`src/rtl/nvm_access_arbiter.sv`:
```
// Round-robin, burst-locked arbiter that shares one nv_memory port among N_REQ requesters.
// One beat per cycle; read data is returned RD_LATENCY cycles after each read beat.
module nvm_access_arbiter #(
  parameter int N_REQ          = 3,
  parameter int MEM_ADDR_WIDTH = 8,
  parameter int MEM_DATA_WIDTH = 32,
  parameter int LEN_WIDTH      = 9,
  parameter int RD_LATENCY     = 1,
  parameter logic [MEM_ADDR_WIDTH-1:0] WP_BASE  = 8'h00,
  parameter logic [MEM_ADDR_WIDTH-1:0] WP_LIMIT = 8'h0F
) (
  input  logic                             i_clk,
  input  logic                             i_rst_n,
  input  logic [N_REQ-1:0]                 i_req,
  input  logic [N_REQ-1:0]                 i_we,
  input  logic [N_REQ*MEM_ADDR_WIDTH-1:0]  i_addr,
  input  logic [N_REQ*LEN_WIDTH-1:0]       i_len,
  input  logic [N_REQ*MEM_DATA_WIDTH-1:0]  i_wdata,
  input  logic                             i_wp_en,
  output logic [N_REQ-1:0]                 o_gnt,
  output logic [N_REQ-1:0]                 o_beat_ack,
  output logic                             o_rvalid,
  output logic [MEM_DATA_WIDTH-1:0]        o_rdata,
  output logic [N_REQ-1:0]                 o_done,
  output logic                             o_wp_err,
  output logic                             o_mem_w,
  output logic [MEM_ADDR_WIDTH-1:0]        o_mem_addr,
  output logic [MEM_DATA_WIDTH-1:0]        o_mem_data_in,
  input  logic [MEM_DATA_WIDTH-1:0]        i_mem_data_out
);

  localparam int IDX_W = (N_REQ > 1) ? $clog2(N_REQ) : 1;

  typedef enum logic [1:0] {S_IDLE, S_XFER, S_DRAIN, S_DONE} state_t;

  state_t                    r_state, w_state_nxt;
  logic [IDX_W-1:0]          r_rr_ptr, r_idx;
  logic                      r_we;
  logic [MEM_ADDR_WIDTH-1:0] r_addr;
  logic [LEN_WIDTH-1:0]      r_len, r_beat;
  logic [2:0]                r_drain;
  logic                      r_wp_err;
  logic [RD_LATENCY-1:0]     r_rd_pipe;

  logic [MEM_ADDR_WIDTH-1:0] w_addr_arr  [N_REQ];
  logic [LEN_WIDTH-1:0]      w_len_arr   [N_REQ];
  logic [MEM_DATA_WIDTH-1:0] w_wdata_arr [N_REQ];

  logic                      w_found;
  logic [IDX_W-1:0]          w_sel, w_j, w_rr_nxt;
  logic [N_REQ-1:0]          w_idx_oh;
  logic [MEM_ADDR_WIDTH-1:0] w_mem_addr, w_wp_off;
  logic                      w_in_wp, w_wp_hit, w_beat_last, w_drain_last;

  always_comb begin
    for (int k = 0; k < N_REQ; k++) begin
      w_addr_arr[k]  = i_addr[k*MEM_ADDR_WIDTH +: MEM_ADDR_WIDTH];
      w_len_arr[k]   = i_len[k*LEN_WIDTH +: LEN_WIDTH];
      w_wdata_arr[k] = i_wdata[k*MEM_DATA_WIDTH +: MEM_DATA_WIDTH];
    end
  end

  // First asserted request at or after the round-robin pointer, wrapping.
  always_comb begin
    w_found = 1'b0;
    w_sel   = '0;
    w_j     = '0;
    for (int k = 0; k < N_REQ; k++) begin
      w_j = IDX_W'((int'(r_rr_ptr) + k) % N_REQ);
      if (!w_found && i_req[w_j]) begin
        w_found = 1'b1;
        w_sel   = w_j;
      end
    end
    w_rr_nxt = (w_sel == IDX_W'(N_REQ - 1)) ? '0 : w_sel + IDX_W'(1);
  end

  assign w_idx_oh     = N_REQ'(1) << r_idx;
  assign w_mem_addr   = r_addr + MEM_ADDR_WIDTH'(r_beat);
  // Offset form keeps the window test valid when WP_BASE is zero.
  assign w_wp_off     = w_mem_addr - WP_BASE;
  assign w_in_wp      = (w_wp_off <= (WP_LIMIT - WP_BASE));
  assign w_wp_hit     = r_we && i_wp_en && w_in_wp;
  assign w_beat_last  = (r_beat == r_len - LEN_WIDTH'(1));
  assign w_drain_last = (r_drain == 3'(RD_LATENCY - 1));

  assign o_rvalid = r_rd_pipe[RD_LATENCY-1];
  assign o_rdata  = o_rvalid ? i_mem_data_out : '0;

  always_comb begin
    w_state_nxt   = r_state;
    o_gnt         = '0;
    o_beat_ack    = '0;
    o_done        = '0;
    o_wp_err      = 1'b0;
    o_mem_w       = 1'b0;
    o_mem_addr    = '0;
    o_mem_data_in = '0;
    case (r_state)
      S_IDLE: begin
        if (w_found) begin
          w_state_nxt = (w_len_arr[w_sel] == '0) ? S_DONE : S_XFER;
        end
      end
      S_XFER: begin
        o_gnt         = w_idx_oh;
        o_beat_ack    = w_idx_oh;
        o_mem_addr    = w_mem_addr;
        o_mem_data_in = w_wdata_arr[r_idx];
        o_mem_w       = r_we && !w_wp_hit;
        if (w_beat_last) begin
          w_state_nxt = r_we ? S_DONE : S_DRAIN;
        end
      end
      S_DRAIN: begin
        o_gnt = w_idx_oh;
        if (w_drain_last) begin
          w_state_nxt = S_DONE;
        end
      end
      S_DONE: begin
        o_gnt       = w_idx_oh;
        o_done      = w_idx_oh;
        o_wp_err    = r_wp_err;
        w_state_nxt = S_IDLE;
      end
      default: w_state_nxt = S_IDLE;
    endcase
  end

  always_ff @(posedge i_clk or negedge i_rst_n) begin
    if (!i_rst_n) begin
      r_state   <= S_IDLE;
      r_rr_ptr  <= '0;
      r_idx     <= '0;
      r_we      <= 1'b0;
      r_addr    <= '0;
      r_len     <= '0;
      r_beat    <= '0;
      r_drain   <= '0;
      r_wp_err  <= 1'b0;
      r_rd_pipe <= '0;
    end else begin
      r_state      <= w_state_nxt;
      r_rd_pipe[0] <= (r_state == S_XFER) && !r_we;
      for (int k = 1; k < RD_LATENCY; k++) begin
        r_rd_pipe[k] <= r_rd_pipe[k-1];
      end
      case (r_state)
        S_IDLE: begin
          r_beat   <= '0;
          r_drain  <= '0;
          r_wp_err <= 1'b0;
          if (w_found) begin
            r_idx    <= w_sel;
            r_we     <= i_we[w_sel];
            r_addr   <= w_addr_arr[w_sel];
            r_len    <= w_len_arr[w_sel];
            r_rr_ptr <= w_rr_nxt;
          end
        end
        S_XFER: begin
          r_beat <= w_beat_last ? '0 : r_beat + LEN_WIDTH'(1);
          if (w_wp_hit) begin
            r_wp_err <= 1'b1;
          end
        end
        S_DRAIN: r_drain <= r_drain + 3'd1;
        default: ;
      endcase
    end
  end

endmodule

```
`config.mk`:
```
export PLATFORM = sky130hd
export DESIGN_NAME = nvm_access_arbiter
export DESIGN_NICKNAME = d
export VERILOG_FILES = /design/src/rtl/nvm_access_arbiter.sv
export SDC_FILE = /design/constraint.sdc
export NUM_CORES = 1
export LEC_CHECK = 0
export CORE_ASPECT_RATIO = 0.5
export CORE_MARGIN = 2
export CORE_UTILIZATION = 40
export DETAILED_ROUTE_END_ITERATION = 10
export PLACE_DENSITY = 0.88
export SYNTH_ARGS = -nofsm -noshare
export SYNTH_HDL_FRONTEND = slang
export SYNTH_SLANG_ARGS = --single-unit
export TNS_END_PERCENT = 30
```
`constraint.sdc`:
```
create_clock -name i_clk -period 8.15 [get_ports i_clk]
set_input_delay 1.2225 -clock i_clk [delete_from_list [all_inputs] [get_ports i_clk]]
set_output_delay 1.2225 -clock i_clk [all_outputs]
set_load 0.005 [all_outputs]
```
======== Word level (Yosys, flattened, before mapping) ========
Cells that the tools add are included.
cells by class
  eq/ne operators ......................... 9
  divide/modulo/power cells ............... 3
  reduce and logical (&&, ||, !) cells .... 19
  bitwise operators ....................... 2
  add/subtract/negate cells ............... 7
  mux-type cells .......................... 43
  order comparisons ....................... 7
  shift operators ......................... 1
operators by type and width
  cell                                                             count
  two-way mux 32 bit                                               4
  binary-select mux 32 bit (select 2 bit)                          1
  remainder unit 32 x 3 -> 32 bit (second input constant)          2
  remainder unit 3 x 3 -> 32 bit (second input constant)           1
  two-way mux 9 bit                                                3
  two-way mux 8 bit                                                3
  binary-select mux 9 bit (select 2 bit)                           1
  case mux 9 bit (2 select lines)                                  1
  binary-select mux 8 bit (select 2 bit)                           1
  two-way mux 2 bit                                                8
  less-than comparator 2 x 3 -> 1 bit (second input constant)      4
  two-way mux 1 bit                                                11
  adder 9 x 1 -> 9 bit (second input constant)                     1
  equality test 9 bit                                              1
  logical NOT 9 bit                                                1
  two-way mux 3 bit                                                3
  subtractor 9 x 1 -> 9 bit (second input constant)                1
  adder 8 bit                                                      1
  binary-select mux 1 bit (select 2 bit)                           4
  less-or-equal comparator 8 x 4 -> 1 bit (second input constant)  1
  inequality test 2 bit (second input constant)                    4
  case mux 2 bit (4 select lines)                                  1
  equality test 2 bit (second input constant)                      3
  greater-or-equal comparator 3 bit (second input constant)        2
  other kinds (17)                                                 28
word-level totals
  output and inout bits ................... 84
  logic and storage cells ................. 101
  register bits after elaboration ......... 38
  bits of input ports ..................... 188

======== Depth between registers and ports, before layout ========
Gate-level depths: netlist of the first run.
  word-level depth ........................ 18
  mapped depth ............................ 12

======== Worst setup path after synthesis of the first run ========
OpenSTA, ideal clock, no wires.
  path kind ............................... register to output
  start ................................... reg r_beat[0]
  end ..................................... out o_mem_w
  path buffers ............................ 0
  setup slack ............................. 4.785 ns
  cell stages (with the launch flop) ...... 10
  arrival time ............................ 2.142 ns
  cells stage by stage .................... dfrtp_1 > ha_1 > fa_1 > a21o_1 > a21oi_1 > o21bai_1 > a21oi_1 > xnor2_1 > nor4_1 > a21oi_1
between the ends
  cells in the longest elaborated chain, start to end .. 6
ends and longest elaborated chain
  what                                     line  RTL
  start: declaration                       40    logic [LEN_WIDTH-1:0] r_len, r_beat;
  start signal: assignment                 163   r_beat <= w_beat_last ? '0 : r_beat + LEN_WIDTH'(1);
  adder 8 bit                              79    assign w_mem_addr = r_addr + MEM_ADDR_WIDTH'(r_beat);
  less-or-equal comparator 8 x 4 -> 1 bit  82    assign w_in_wp = (w_wp_off <= (WP_LIMIT - WP_BASE));
  logical AND 1 bit                        83    assign w_wp_hit = r_we && i_wp_en && w_in_wp;
  logical NOT 1 bit                        110   o_mem_w = r_we && !w_wp_hit;
  logical AND 1 bit                        110
  two-way mux 1 bit                        99    case (r_state)
  end: declaration                         26    output logic o_mem_w,
Every way passes these cells.

======== Worst setup path after layout of the first run ========
Ends and elaborated chain as after synthesis.

==> flow_metrics.env, run 1 <==
export IMPL_max_freq_mhz=228
export IMPL_ant_nets=0
export IMPL_setup_viol=0
export IMPL_synth_common_cells="nor2_1 (98), a21oi_1 (50), nand2_1 (49), and2_1 (41), dfrtp_1 (38)"
export IMPL_start_util=0.406
export IMPL_worst_setup_path_end_kind="primary output"
export IMPL_r2r_end="r_state[1]"
export IMPL_syn_num_nets=765
export IMPL_fin_crit_ns=4.38
export IMPL_vias_per_cell=5.24
export IMPL_syn_to_final_growth_pct=71.2
export IMPL_yosysTopAreaCell="dfrtp_1"
export IMPL_cts_tree="yes"
export IMPL_crit_type="reg2out"
export IMPL_synth_seq_cells=38
export IMPL_hp_start="r_addr[5]"
export IMPL_worstHoldEndpoint="r_addr[5]"
export IMPL_synth_most_common_cell="nor2_1"
export IMPL_finalMaxSlewViolations=0
export IMPL_ys_seq_area_frac=0.231
export IMPL_finalSetupTns_ns=0
export IMPL_synthTopCellsByArea="dfrtp_1 (23%), nor2_1 (8.9%), mux2i_1 (8.5%)"
export IMPL_routed_wl_um=16100
export IMPL_drc=0
export IMPL_hpwl_um=12700
export IMPL_r2r_cells=10
export IMPL_critPathRequiredTime_ns=6.93
export IMPL_yosysWarnings=0
export IMPL_synth_edf_count=0
export IMPL_worstMarginPinSlew_ns=1.09
export IMPL_place_ws_ns=3.96
export IMPL_coreArea_um2=10100
export IMPL_clockBufferDepth=2
export IMPL_clk_pin_slew_ns=0.06
export IMPL_die_x_um=147
export IMPL_synth_main_ff_cell="dfrtp_1"
export IMPL_synthCells=558
export IMPL_clk_insertion_delay_late_ns=0.28
export IMPL_num_vias=4938
export IMPL_std_cell_rows=26
export IMPL_ys_async_sr_fraction=1.00
export IMPL_status="complete, no violations"
export IMPL_num_io_pins=272
export IMPL_clock_sinks=38
export IMPL_post_cts_buffers=0
export IMPL_hold_buffers=0
export IMPL_worst_ir_drop_vdd_mv=0.0927
export IMPL_worst_slack_ns=3.77
export IMPL_drt_pass1_iterations=4
export IMPL_hp_class="reg2reg"
export IMPL_antenna_found_initial=2
export IMPL_synth_avg_cell_area_um2=7.37
export IMPL_path_max_fanout=6
export IMPL_cts_root_buf="clkbuf_16"
export IMPL_htree_num_levels=2
export IMPL_fin_crit_sh=0.537
export IMPL_slew_headroom=0.275
export IMPL_synth_cell_types=60
export IMPL_grt_max_degree=41
export IMPL_r2r_slack_ns=4.88
export IMPL_fin_skew_ns=0.00381
export IMPL_final_net_count=1008
export IMPL_worst_r2r_startpoint="r_rr_ptr[1]"
export IMPL_post_cts_resized=0
export IMPL_cts_buffers=5
export IMPL_maxCapViolations=0
export IMPL_wire_per_inst_um=17.0
export IMPL_dp_cells=934
export IMPL_die_area_um2=11200
export IMPL_die_h_um=75.7
export IMPL_drive_gt1_frac=0.0449
export IMPL_rsz0062_at_grt="false"
export IMPL_io_buffers=271
export IMPL_overflow=0
export IMPL_gp_congestion=0.865
export IMPL_yosys_area_top_type_share=0.231
export IMPL_grt_pass1_vias=4781
export IMPL_groute_usage_overall=0.281
export IMPL_grt_pass1_wl_um=24600
export IMPL_hold_violations=0
export IMPL_netlist_area_um2=4110
export IMPL_drt_iter0_drc=248
export IMPL_final_cells=943
export IMPL_p_leak_nw=2.93
export IMPL_cp_start_kind="register"
export IMPL_power_density_nw_per_um2=84.4
export IMPL_cp_arrival_ns=3.16
export IMPL_hold_path_depth=1
[kinds of logic after synthesis]
kind of cell / share of synthesized area
fa+ha+maj: 0.0596
compound gates: 0.222
xor+xnor: 0.0341
mux: 0.103
simple gates: 0.296
buf+inv: 0.0548
flops: 0.231
[cell type report]
| type | count | area, um2 |
|---|---|---|
| Sequential cell | 38 | 952 |
| Multi-Input combinational cell | 466 | 2940 |
| Tap cell | 140 | 175 |
| Fill cell | 797 | 3080 |
| Antenna cell | 1 | 2.50 |
| Timing Repair Buffer | 275 | 2740 |
| Inverter | 15 | 56.3 |
| Clock buffer | 7 | 143 |
| Clock inverter | 1 | 30.0 |
[critical path, stage by stage (launching register included)]
cell             delay [ns]
dfrtp_1                0.45
ha_1                   0.25
fa_1                   0.42
a21o_1                 0.18
a21oi_1                0.22
o21bai_1               0.09
a21oi_1                0.18
xnor2_1                0.10
nor4_1                 0.38
a21oi_1                0.12
clkdlybuf4s50_1        0.48
[cell usage in the layout, fill, tap and decap left out, types with 6 or more instances in the layout]
cell type          n
mux2i_1           35
xnor2_1            6
nand2b_1          12
nand2_1           49
o21ai_0           28
a21o_1            13
nor2_1            98
nor3b_1            6
dfrtp_1           37
ha_1              18
clkdlybuf4s50_1  270
and2_1            41
nor2b_1            7
nor3_1             7
inv_1             15
a21oi_1           50
a31oi_1            7
xor2_1            10
a311oi_1           9
[layer usage]
layer  GRT usage  wire length [um]
met4      0.0673               269
met1       0.363              7170
met5           0                11
met3      0.0533              1030
met2       0.501              7600
[worst max-delay path by stage]
stage,from,end,slack (ns),cells past startpoint
2_1_floorplan,r_beat[0],o_mem_w,4.79,9
3_3_place_gp,i_req[1],r_state[1],4.05,9
3_5_place_dp,i_req[1],r_state[1],3.96,9
4_1_cts,r_beat[0],o_mem_w,3.75,10
5_1_grt,r_beat[0],o_mem_w,3.58,10
6_report,r_beat[0],o_mem_w,3.77,10
[stage by stage]
| step | util | cell area [um2] | hold slack, ns | power [mW] |
|---|---|---|---|---|
| after global routing | 0.696 | 7040 | 0.499 | 0.615 |
| after CTS | 0.695 | 7040 | 0.487 | 0.595 |
| after global placement | 0.678 | 6860 | 0.465 | 0.367 |
| after detailed placement | 0.678 | 6860 | 0.473 | 0.369 |
| after floorplan | - | 4110 | 0.440 | 0.233 |
| final | 0.696 | 7040 | 0.488 | 0.594 |
[flip-flops by register name (all words and copies together), names as in the netlist]
name / flops
r_addr: 8
r_we: 1
o_rvalid: 1
r_drain: 3
r_idx: 2
r_len: 9
r_beat: 9
r_rr_ptr: 2
r_wp_err: 1
r_state: 2
[where the power goes]
part / switching [mW] / internal, mW / total [mW]
logic: 0.0546 / 0.123 / 0.178
registers: 0 / 0.189 / 0.189
clock network: 0.0748 / 0.153 / 0.228
No activity file was read; power rests on OpenSTA's default activity.
==> run 2, diff against run 1 <==
--- a/config.mk
+++ b/config.mk
@@ -7,9 +7,9 @@
 export LEC_CHECK = 0
 export CORE_ASPECT_RATIO = 0.5
 export CORE_MARGIN = 2
-export CORE_UTILIZATION = 40
+export CORE_UTILIZATION = 34
 export DETAILED_ROUTE_END_ITERATION = 10
-export PLACE_DENSITY = 0.88
+export PLACE_DENSITY = 0.8
 export SYNTH_ARGS = -nofsm -noshare
 export SYNTH_HDL_FRONTEND = slang
 export SYNTH_SLANG_ARGS = --single-unit
==> constraint.sdc (replaced) <==
create_clock -name i_clk -period 4 [get_ports i_clk]
set_input_delay 0.6 -clock i_clk [delete_from_list [all_inputs] [get_ports i_clk]]
set_output_delay 0.6 -clock i_clk [all_outputs]
set_load 0.005 [all_outputs]
==> run 2 against run 1 <==
Compared with the run above: sequential power increased by 100%; core utilization decreased by 9.3 points; first-iteration DRC count increased by 48%; combinational power increased by 110%; clock-buffer cell count decreased by 1; critical path type unchanged; total power increased by 120%; design area increased by 1.1%; largest cell class unchanged; critical path depth unchanged; highest routed layer is now met4.
==> flow_metrics.env, run 2 (synthesis gave the netlist of run 1 again) <==
export IMPL_status="complete, no violations"
export IMPL_hp_class="in2async"
export IMPL_vias_per_cell=5.10
export IMPL_clockBufferDepth=2
export IMPL_syn_to_final_growth_pct=73.1
export IMPL_die_area_um2=13000
export IMPL_maxCapViolations=0
export IMPL_num_vias=4947
export IMPL_fillers=1059
export IMPL_path_max_fanout=6
export IMPL_worstMarginPinSlew_ns=1.11
export IMPL_max_freq_mhz=272
export IMPL_ant_nets=0
export IMPL_fin_crit_sh=0.918
export IMPL_io_buffers=271
export IMPL_routed_wl_um=17300
export IMPL_final_net_count=1011
export IMPL_crit_chain="ha_1 -> fa_1 -> a21o_1 -> a21oi_1 -> o21bai_1 -> a21oi_1 -> xnor2_1 -> nor4_1 -> a21oi_1 -> clkdlybuf4s50_1"
export IMPL_drc=0
export IMPL_drt_pass1_iterations=5
export IMPL_grt_use_met1=0.359
export IMPL_cts_buffers=5
export IMPL_final_common_cell="clkdlybuf4s50_1"
export IMPL_power_density_nw_per_um2=180
export IMPL_final_cells=970
export IMPL_overflow=0
export IMPL_worst_setup_path_end_kind="primary output"
export IMPL_cp_arrival_ns=3.07
export IMPL_drive_gt1_frac=0.0497
export IMPL_cts_root_buf="clkbuf_16"
export IMPL_die_h_um=81.8
export IMPL_slew_headroom=0.257
export IMPL_final_cell_area_um2=7120
export IMPL_cp_startpoint="r_beat[0]"
export IMPL_wire_per_inst_um=17.8
export IMPL_fin_crit_ns=3.67
export IMPL_hold_violations=0
export IMPL_dp_cells=962
export IMPL_hpwl_um=13600
export IMPL_hold_buffers=0
export IMPL_fin_skew_ns=0.00405
export IMPL_coreArea_um2=11800
export IMPL_p_total_mw=1.28
export IMPL_htree_num_levels=2
export IMPL_gp_congestion=0.905
export IMPL_grt_max_degree=41
export IMPL_worst_r2r_startpoint="r_rr_ptr[1]"
export IMPL_dpl_cell_area_um2=6920
export IMPL_p_leak_nw=2.96
export IMPL_finalSetupTns_ns=0
export IMPL_clock_sinks=38
export IMPL_grt_pass1_vias=4785
export IMPL_slowest_delay_ns=0.48
export IMPL_finalMaxSlewViolations=0
export IMPL_num_antenna_cells=0
export IMPL_largestRegisters="r_beat: 9 flops, r_len: 9 flops, r_addr: 8 flops"
export IMPL_rsz0062_at_grt="false"
export IMPL_worst_ir_drop_vdd_mv=0.140
export IMPL_utilization=0.603
export IMPL_std_cell_rows=28
export IMPL_met3_usage=0.0364
export IMPL_critPathRequiredTime_ns=3.40
export IMPL_clk_pin_slew_ns=0.05
export IMPL_cp_slowest_cell="clkdlybuf4s50_1"
export IMPL_crit_type="reg2out"
export IMPL_post_cts_resized=0
export IMPL_post_cts_buffers=0
export IMPL_grt_pass1_wl_um=26500
export IMPL_die_x_um=160
export IMPL_groute_usage_overall=0.259
export IMPL_start_util=0.348
export IMPL_layout_common_cells="clkdlybuf4s50_1 (270), nor2_1 (98), a21oi_1 (50), nand2_1 (49), and2_1 (41)"
export IMPL_drt_iter0_drc=366
export IMPL_cp_start_kind="register"
export IMPL_antenna_found_initial=0
export IMPL_clk_insertion_delay_late_ns=0.28
export IMPL_num_io_pins=272
export IMPL_grt_busiest_layer="met2"
export IMPL_cp_common_cell="a21oi_1"
export IMPL_cts_tree="yes"
export IMPL_setup_viol=0
export IMPL_use_met2=0.441
-- run 2: cell types whose count changed in the layout (fill, tap and decap cells not counted) --
cell and delta:
buf_4 +3, bufinv_16 +1, clkbuf_1 -1, diode_2 -1
-- run 2: cell type report --
cell class / count / area [um2] / area share
well taps: 165 / 206 / 0.0290
multi-input cells: 466 / 2940 / 0.413
clock inverters: 2 / 60.1 / 0.00844
clock buffers: 6 / 139 / 0.0195
repair buffers: 278 / 2760 / 0.388
inverters: 15 / 56.3 / 0.00791
flip-flops and latches: 38 / 952 / 0.134
-- run 2: path summary, 6_finish.rpt --
path                       slack (ns)         end  cells past startpoint
max in group asynchronous        2.99    r_idx[1]                      1
min in group i_clk               0.48    o_rvalid                      1
hold / removal                   0.42   r_addr[3]                      1
setup reg to reg                 0.86  r_state[1]                     10
setup / recovery                 0.33     o_mem_w                     10
hold reg to reg                  0.48    o_rvalid                      1
-- run 2: power by group --
part           switching [mW]  internal, mW  total [mW]
registers                   0         0.385       0.385
logic                   0.117         0.252       0.370
clock network           0.151         0.374       0.525
-- run 2: through the flow --
| step | worst slack (ns) | hold slack (ns) |
|---|---|---|
| global placement | 0.667 | 0.466 |
| detailed placement | 0.529 | 0.474 |
| floorplan | 1.26 | 0.304 |
| finish | 0.326 | 0.424 |
| CTS | 0.319 | 0.461 |
| global route | 0.110 | 0.491 |
-- run 2: per-layer routing --
layer	up-vias	wire length, um
met3	16	957
met2	201	7870
li1	2420	-
met5	-	0
met4	0	202
met1	2310	8280
-- run 2: worst max-delay path, delay by kind of cell (launching register included) --
family / cells / cell delay (ns)
xor+xnor: 1 / 0.09
compound gates: 5 / 0.79
buf+inv: 1 / 0.48
simple gates: 1 / 0.36
fa+ha+maj: 2 / 0.64
flops: 1 / 0.44
==> run 3, diff against run 2 <==
--- a/config.mk
+++ b/config.mk
@@ -9,6 +9,7 @@
 export CORE_MARGIN = 2
 export CORE_UTILIZATION = 34
 export DETAILED_ROUTE_END_ITERATION = 10
+export MAX_ROUTING_LAYER = met4
 export PLACE_DENSITY = 0.8
 export SYNTH_ARGS = -nofsm -noshare
 export SYNTH_HDL_FRONTEND = slang
==> run 3 against run 2 <==
Compared with the run above: clock skew decreased by 0.0018 ns; first-iteration DRC count increased by 8.5%; wire length about the same; total power increased by 0.23%; flip-flop and latch count unchanged; via count unchanged; critical endpoint unchanged; highest routed layer unchanged; critical path depth unchanged; critical path type unchanged; die area unchanged; sequential power about the same; combinational power about the same.
==> flow_metrics.env, run 3 (synthesis gave the netlist of run 1 again) <==
export IMPL_status="complete, no violations"
export IMPL_coreArea_um2=11800
export IMPL_finalMaxSlewViolations=0
export IMPL_gp_congestion=0.920
export IMPL_hpwl_um=13600
export IMPL_path_max_fanout=6
export IMPL_start_util=0.348
export IMPL_grt_max_degree=41
export IMPL_worst_r2r_startpoint="r_rr_ptr[1]"
export IMPL_power_density_nw_per_um2=180
export IMPL_cp_arrival_ns=3.07
export IMPL_ant_nets=0
export IMPL_hold_buffers=0
export IMPL_htree_num_levels=2
export IMPL_drc=0
export IMPL_overflow=0
export IMPL_routed_wl_um=17300
export IMPL_final_net_count=1011
export IMPL_final_common_cell="clkdlybuf4s50_1"
export IMPL_vias_per_cell=5.10
export IMPL_drive_gt1_frac=0.0497
export IMPL_num_antenna_cells=0
export IMPL_std_cell_rows=28
export IMPL_clk_insertion_delay_late_ns=0.28
export IMPL_hp_class="in2async"
export IMPL_p_leak_nw=2.96
export IMPL_num_vias=4947
export IMPL_syn_to_final_growth_pct=73.1
export IMPL_crit_type="reg2out"
export IMPL_fillers=1059
export IMPL_cts_root_buf="clkbuf_16"
export IMPL_grt_pass1_wl_um=26600
export IMPL_num_io_pins=272
export IMPL_groute_usage_overall=0.267
export IMPL_worstMarginPinSlew_ns=1.09
export IMPL_slew_headroom=0.272
export IMPL_rsz0062_at_grt="false"
export IMPL_die_x_um=160
export IMPL_die_area_um2=13000
export IMPL_cts_buffers=5
export IMPL_setup_viol=0
export IMPL_drt_iter0_drc=397
export IMPL_hold_violations=0
export IMPL_critPathRequiredTime_ns=3.40
export IMPL_layout_common_cells="clkdlybuf4s50_1 (270), nor2_1 (98), a21oi_1 (50), nand2_1 (49), and2_1 (41)"
export IMPL_post_cts_buffers=0
export IMPL_die_h_um=81.8
export IMPL_worst_ir_drop_vdd_mv=0.140
export IMPL_drt_pass1_iterations=5
export IMPL_fin_crit_ns=3.67
export IMPL_antenna_found_initial=0
export IMPL_cts_tree="yes"
export IMPL_clock_sinks=38
export IMPL_hold_slack_ns=0.428
export IMPL_post_cts_resized=0
export IMPL_largestRegisters="r_beat: 9 flops, r_len: 9 flops, r_addr: 8 flops"
export IMPL_wire_per_inst_um=17.9
export IMPL_clk_pin_slew_ns=0.06
export IMPL_finalSetupTns_ns=0
export IMPL_multi_input_area_um2=2940
export IMPL_ff_latch_area_um2=952
export IMPL_io_buffers=271
export IMPL_grt_pass1_vias=4773
export IMPL_max_freq_mhz=272
export IMPL_fin_skew_ns=0.00226
export IMPL_cp_start_kind="register"
export IMPL_worst_setup_path_end_kind="primary output"
export IMPL_clockBufferDepth=2
export IMPL_fin_crit_sh=0.918
export IMPL_maxCapViolations=0
export IMPL_cp_startpoint="r_beat[0]"
-- run 3: cell counts in the layout (fill, tap and decap cells not counted) --
No cell type changed its count.
-- run 3: cell type report --
cell class | instances | area share
clock buffer | 6 | 0.0195
clock inverter | 2 | 0.00844
inverter | 15 | 0.00791
multi-input combinational | 466 | 0.413
sequential | 38 | 0.134
tap | 165 | 0.0290
timing repair buffer | 278 | 0.388
-- run 3: critical path, stage by stage (launching register included) --
cell	delay (ns)
dfrtp_1	0.44
ha_1	0.24
fa_1	0.40
a21o_1	0.18
a21oi_1	0.22
o21bai_1	0.09
a21oi_1	0.17
xnor2_1	0.09
nor4_1	0.36
a21oi_1	0.13
clkdlybuf4s50_1	0.48
-- run 3: path summary, 6_finish.rpt --
check | slack [ns] | end | cells after the start
worst max-delay path | 0.33 | o_mem_w | 10
worst min register to register | 0.48 | o_rvalid | 1
worst max register to register | 0.86 | r_state[1] | 10
worst min-delay path | 0.43 | r_addr[3] | 1
max in group asynchronous | 2.97 | r_idx[1] | 1
min in group i_clk | 0.48 | o_rvalid | 1
-- run 3: metrics by stage --
stage	power [mW]	cell area (um2)	instances	setup slack, ns	util
after floorplan	0.476	4110	558	1.26	-
after global placement	0.754	6920	962	0.667	0.586
after detailed placement	0.758	6920	962	0.529	0.586
after CTS	1.28	7120	970	0.319	0.603
after global routing	1.33	7120	970	0.109	0.603
final	1.28	7120	970	0.328	0.603
-- run 3: routing by layer --
metal  share of wire  track usage  vias up
met5               0            -        -
met4           0.013       0.0455        0
met3           0.054       0.0338       22
met2            0.45        0.439      203
met1            0.48        0.362     2297
li1                -            -     2425
-- run 3: report_power, final --
| group | total, mW | internal (mW) | switching [mW] |
|---|---|---|---|
| combinational | 0.370 | 0.252 | 0.118 |
| sequential | 0.384 | 0.384 | 0 |
| clock | 0.528 | 0.374 | 0.153 |
